### src/rtl/reg_scoreboard.sv
// -----------------------------------------------------------------------------
// reg_scoreboard
//
// Read-after-write interlock for the decode/issue stage. Each architectural
// register r1..r31 has a small pending-write counter. An instruction is held
// while any source it reads still has an outstanding producer, or while its
// destination counter is already full. Writeback retires pending writes using
// the same register number it presents on the register file write port.
//
// Ports:
//   clk            rising-edge clock
//   resetn         asynchronous active-low reset
//   issue_valid    decode holds an instruction requesting issue
//   issue_ready    instruction may issue this cycle (combinational)
//   issue_rj/_use  source register 1 number / instruction reads it
//   issue_rk/_use  source register 2 number / instruction reads it
//   issue_rd/_we   destination register number / instruction writes it
//   retire_valid   writeback commits a register write this cycle
//   retire_rd      register written by writeback
//   flush          discard all pending state
//   busy_mask      bit i set when register i has a nonzero pending count
//   stall_cnt      saturating count of cycles with issue_valid & ~issue_ready
//   underflow_err  sticky flag: a retire hit a register with no pending write
// -----------------------------------------------------------------------------
module reg_scoreboard #(
  parameter int CNT_W = 2
) (
  input  logic        clk,
  input  logic        resetn,
  input  logic        issue_valid,
  output logic        issue_ready,
  input  logic [4:0]  issue_rj,
  input  logic        issue_rj_use,
  input  logic [4:0]  issue_rk,
  input  logic        issue_rk_use,
  input  logic [4:0]  issue_rd,
  input  logic        issue_rd_we,
  input  logic        retire_valid,
  input  logic [4:0]  retire_rd,
  input  logic        flush,
  output logic [31:0] busy_mask,
  output logic [31:0] stall_cnt,
  output logic        underflow_err
);

  // r0 is hardwired and never gets a counter.
  logic [CNT_W-1:0] cnt_r      [1:31];
  logic [CNT_W-1:0] cnt_next_s [1:31];

  logic [31:0] busy_r;
  logic [31:0] busy_next_s;
  logic [31:0] stall_r;
  logic [31:0] stall_next_s;
  logic        uf_r;
  logic        uf_set_s;

  // Per-register status vectors; bit 0 stays 0 so r0 needs no special case.
  logic [31:0] nz_s;
  logic [31:0] full_s;
  logic        src_hz_s;
  logic        sat_hz_s;
  logic        fire_s;

  logic [31:1] inc_s;
  logic [31:1] dec_s;

  // True when a pending counter holds a nonzero value.
  function automatic logic cnt_nonzero(input logic [CNT_W-1:0] c);
    return (c != {CNT_W{1'b0}});
  endfunction

  // True when a pending counter cannot accept another outstanding write.
  function automatic logic cnt_full(input logic [CNT_W-1:0] c);
    return (&c);
  endfunction

  // Decode registered counters into nonzero / full flags per register.
  always_comb begin
    nz_s   = 32'd0;
    full_s = 32'd0;
    for (int i = 1; i < 32; i++) begin
      nz_s[i]   = cnt_nonzero(cnt_r[i]);
      full_s[i] = cnt_full(cnt_r[i]);
    end
  end

  // Hazard detection and issue handshake; uses only registered state, so a
  // retire in this cycle cannot release a dependent source until next cycle.
  always_comb begin
    src_hz_s    = (issue_rj_use & nz_s[issue_rj]) | (issue_rk_use & nz_s[issue_rk]);
    sat_hz_s    = issue_rd_we & full_s[issue_rd];
    issue_ready = ~flush & ~src_hz_s & ~sat_hz_s;
    fire_s      = issue_valid & issue_ready;
  end

  // Next counter values: flush clears, a matched increment/decrement pair
  // cancels (even at zero), and a lone decrement at zero flags underflow.
  always_comb begin
    uf_set_s = 1'b0;
    inc_s    = 31'd0;
    dec_s    = 31'd0;
    for (int i = 1; i < 32; i++) begin
      cnt_next_s[i] = cnt_r[i];
      inc_s[i] = fire_s & issue_rd_we & (issue_rd == 5'(i));
      dec_s[i] = retire_valid & ~flush & (retire_rd == 5'(i));
      if (flush) begin
        cnt_next_s[i] = {CNT_W{1'b0}};
      end else if (inc_s[i] && !dec_s[i]) begin
        // Cannot wrap: a full counter blocks the fire via sat_hz_s.
        cnt_next_s[i] = cnt_r[i] + CNT_W'(1);
      end else if (dec_s[i] && !inc_s[i]) begin
        if (nz_s[i]) begin
          cnt_next_s[i] = cnt_r[i] - CNT_W'(1);
        end else begin
          uf_set_s = 1'b1;
        end
      end else begin
        cnt_next_s[i] = cnt_r[i];
      end
    end
  end

  // Busy mask is registered from next-state counters so it tracks cnt_r exactly.
  always_comb begin
    busy_next_s = 32'd0;
    for (int i = 1; i < 32; i++) begin
      busy_next_s[i] = cnt_nonzero(cnt_next_s[i]);
    end
  end

  // Saturating stall counter; flush cycles with a waiting instruction count.
  always_comb begin
    if (issue_valid && !issue_ready && (stall_r != 32'hFFFF_FFFF)) begin
      stall_next_s = stall_r + 32'd1;
    end else begin
      stall_next_s = stall_r;
    end
  end

  // Pending counters.
  always_ff @(posedge clk or negedge resetn) begin
    if (!resetn) begin
      for (int i = 1; i < 32; i++) begin
        cnt_r[i] <= {CNT_W{1'b0}};
      end
    end else begin
      for (int i = 1; i < 32; i++) begin
        cnt_r[i] <= cnt_next_s[i];
      end
    end
  end

  // Status outputs: busy mask, stall counter and sticky underflow flag.
  always_ff @(posedge clk or negedge resetn) begin
    if (!resetn) begin
      busy_r  <= 32'd0;
      stall_r <= 32'd0;
      uf_r    <= 1'b0;
    end else begin
      busy_r  <= busy_next_s;
      stall_r <= stall_next_s;
      uf_r    <= uf_r | uf_set_s;
    end
  end

  assign busy_mask     = busy_r;
  assign stall_cnt     = stall_r;
  assign underflow_err = uf_r;

endmodule

### config.mk
export PLATFORM = sky130hd
export DESIGN_NAME = reg_scoreboard
export DESIGN_NICKNAME = d
export VERILOG_FILES = /design/src/rtl/reg_scoreboard.sv
export SDC_FILE = /design/constraint.sdc
export NUM_CORES = 1
export LEC_CHECK = 0
export ABC_AREA = 0
export CORE_MARGIN = 3
export CORE_UTILIZATION = 40
export CTS_CLUSTER_SIZE = 25
export DETAILED_ROUTE_END_ITERATION = 16
export PLACE_DENSITY = 0.6
export SLEW_MARGIN = 40
export SYNTH_ARGS = -nofsm -noshare
export SYNTH_HDL_FRONTEND = slang
export SYNTH_SLANG_ARGS = --single-unit
### constraint.sdc
create_clock -name clk -period 3.1 [get_ports clk]
set_input_delay 0.62 -clock clk [delete_from_list [all_inputs] [get_ports clk]]
set_output_delay 0.62 -clock clk [all_outputs]
set_load 0.01 [all_outputs]
==> impl_metrics.csv <==
group,metric,value,unit
die,io_pins,94,
finish,drive_gt1_share,47.57,%
route,wl_per_cell,20.70,um
logic_synthesis,syn_area_per_cell,9.218,um2
pwr,power,4.576,mW
global_route,globalRouteOverflowTotal,0,
logic_synthesis,synth_area_leaders,"dfrtp_1 34%, ha_1 13%, nand3_1 3.6%",
logic_synthesis,yosysWarnings,0,
cts,holdBufCountCts,0,
logic_synthesis,synth_cells,996,
sta,rsz0062_at_grt,"yes",
global_route,grt_max_degree,54,
worst_setup_path,rr_worst_depth,11,
logic_synthesis,synth.most_common_cell,"dfrtp_1",
run,drv_cap,0,
sta,finalHoldViolCount,0,
route,via_count,9590,
worst_setup_path,cp_slowest_stage_delay,0.50,ns
die,die_area,24810,um2
pwr,power_density,298.7,nW/um2
die,die_width,157.5,um
worst_setup_path,cp_data_required_time,3.41,ns
cts,htree_levels,4,
worst_setup_path,rr_endpoint,"underflow_err",
sta,tightest_slew,0.6958,ns
global_route,grt_pass1_vias,9281,
cts,cts-root-buf,"clkbuf_16",
placement,place_area,12290,um2
logic_synthesis,ys_seq_elements,126,
sta,fin_ws,-0.3559,ns
worst_setup_path,end_kind,"register",
cts,path_clk_slew,0.07,ns
global_route,met1_usage,37.15,%
route,via_per_inst,5.708,
placement,routabilityCongestion,1.031,
worst_setup_path,reg2reg_slack,-0.36,ns
sta,fmax,0.2894,GHz
finish,fin_util,69.12,%
route,routed_wl,34770,um
die,start_util,41.43,%
logic_synthesis,synth_fp_nets,1118,
worst_setup_path,crit_arrival,3.77,ns
sta,fin_worst_skew,0.01546,ns
sta,post-route-period-util,111.5,%
logic_synthesis,ys_async_sr_fraction,100.0,%
placement,numPortBuffers,92,
finish,nets,1509,
global_route,grt_util_met3,5.527,%
run_status,status,"finished with violations",
finish,design_area,15320,um2
global_route,antenna_found_initial,0,
worst_setup_path,crit_start,"cnt_r[18]",
cts,cts_buffer_depth,2,
placement,place_hpwl,24270,um
worst_setup_path,cp-start-kind,"register",
cts,clock_latency,0.44,ns
cts,numCtsBuffers,17,
worst_setup_path,timing.rr.start,"cnt_r[18]",
logic_synthesis,synthDistinctLibCells,76,
global_route,grtUsageMet2,42.48,%
cts,clock_sinks,126,
worst_setup_path,path_class,"reg -> reg",
pwr,leakage,6.460,nW
placement,place_ws,-1.133,ns
logic_synthesis,ys_dominant_reg_cell,"dfrtp_1",
worst_setup_path,path_cells,"ha_2 -> mux4_2 -> a2bb2oi_1 -> a21boi_1 -> o21bai_1 -> or4_4 -> buf_6 -> o311a_4 -> a2111oi_4 -> and4_1 -> nand4_1",
logic_synthesis,synth_common_cells,"126 x dfrtp_1, 94 x ha_1, 78 x inv_1, 75 x nand2_1, 66 x nand3_1",
sta,fin_crit,3.456,ns
logic_synthesis,synth_area,9181,um2
die,num_rows,54,
finish,syn_to_final_growth,66.84,%
global_route,busiest_layer,"met2",
worst_setup_path,cp_slowest_cell,"or4_4",
route,drc,0,
hold_path,hold_class,"in -> async",
logic_synthesis,synth_top_area_share,34.34,%
worst_setup_path,crit_fanout,7,
logic_synthesis,ys_seq_area_share,34.34,%
route,initialDrtViolationCount,730,
logic_synthesis,synth_top_area_cell,"dfrtp_1",
run_status,violations,"setup timing",
sta,setup_viol,88,
global_route,grt_pass1_wl,51850,um
sta,tns,-10.51,ns
cts,cts_tree,"built",
finish,diodes,0,
route,drtPass1Iterations,5,
pwr,max-vdd-ir-drop,0.0003327,V
logic_synthesis,synth-edff-count,0,
sta,final_max_slew_viol_count,0,
die,core-area,22160,um2
global_route,track_usage,27.07,%
route,ant_nets,0,
sta,slew_headroom,53.47,%
die,die_h,157.5,um
-- critical path: cells and delay by family, from the launching register on --
family / cells / cell delay (ns)
simple gates: 3 / 0.81
flops: 1 / 0.43
mux: 1 / 0.46
fa+ha+maj: 1 / 0.25
buf+inv: 1 / 0.16
compound gates: 5 / 1.20
-- cells by family (layout without fill, tap and decap cells) --
family / Yosys count / count (layout) / synth area share [%]
fa+ha+maj: 94 / 94 / 12.81
mux: 51 / 51 / 7.768
other cells: 1 / 1 / 0.04084
simple gates: 386 / 387 / 22.08
flops: 126 / 126 / 34.34
buf+inv: 122 / 525 / 5.465
compound gates: 177 / 177 / 13.78
xor+xnor: 39 / 39 / 3.720
-- state kept, by name (all words and copies together), names as in the netlist --
signal	count
cnt_r	62
stall_cnt	32
busy_mask	31
underflow_err	1
-- worst max-delay path by stage --
stage,end,depth (start not counted),slack [ns]
5_1_grt,underflow_err,10,-0.50
3_3_place_gp,underflow_err,12,-1.00
3_5_place_dp,underflow_err,12,-1.13
2_1_floorplan,underflow_err,11,-0.18
4_1_cts,underflow_err,13,-0.29
6_report,underflow_err,11,-0.36
-- power by group --
group,internal (mW),switching [mW],total [mW]
logic,0.359,0.417,0.776
clock network,1.08,0.955,2.04
registers,1.68,0.0797,1.76
-- cell usage in the layout, fill, tap and decap left out, types with 12 or more instances in the layout --
cell type and count:
buf_4 264, dfrtp_1 123, clkdlybuf4s50_1 79, nand2_1 63
inv_1 55, nor2_1 50, buf_6 50, ha_1 49
nand3_1 38, nand4_1 31, mux2i_1 26, ha_4 25
inv_2 23, or2_4 20, xnor2_1 20, ha_2 20
a21oi_2 17, clkbuf_16 17, nand3_2 16, a31oi_1 16
mux4_2 15, nand3b_1 14, xor2_1 14, nor3_4 13
nand3_4 12
-- final cells by class --
cell class	count	area, um2
Multi-Input combinational cell	749	7300
Fill cell	1648	6843
Timing Repair Buffer	415	3628
Sequential cell	126	3157
Clock buffer	17	425.4
Tap cell	280	350.3
Inverter	78	292.8
Clock inverter	15	165.2
-- stage by stage --
stage                     std cells  hold WS (ns)
after floorplan                 996        0.3244
after global placement         1577        0.4793
final                          1680        0.1132
after global routing           1680        0.1465
after CTS                      1661        0.1363
after detailed placement       1577        0.4835
-- metal layers --
| layer | share of wire (%) | wire length, um |
|---|---|---|
| met4 | 3.6 | 1260 |
| met5 | 0 | 0 |
| met1 | 42 | 14730 |
| met2 | 47 | 16210 |
| met3 | 7.4 | 2568 |
-- repair_timing --
item | CTS | global route
gates resized for setup | 281 | 163
endpoints found under the hold margin | 0 | 0
cloned | 3 | 0
pin swaps | 105 | 86
setup endpoints to repair | 121 | 108
setup buffers | 53 | 20
Note: power is estimated with default switching activity, not from simulation.
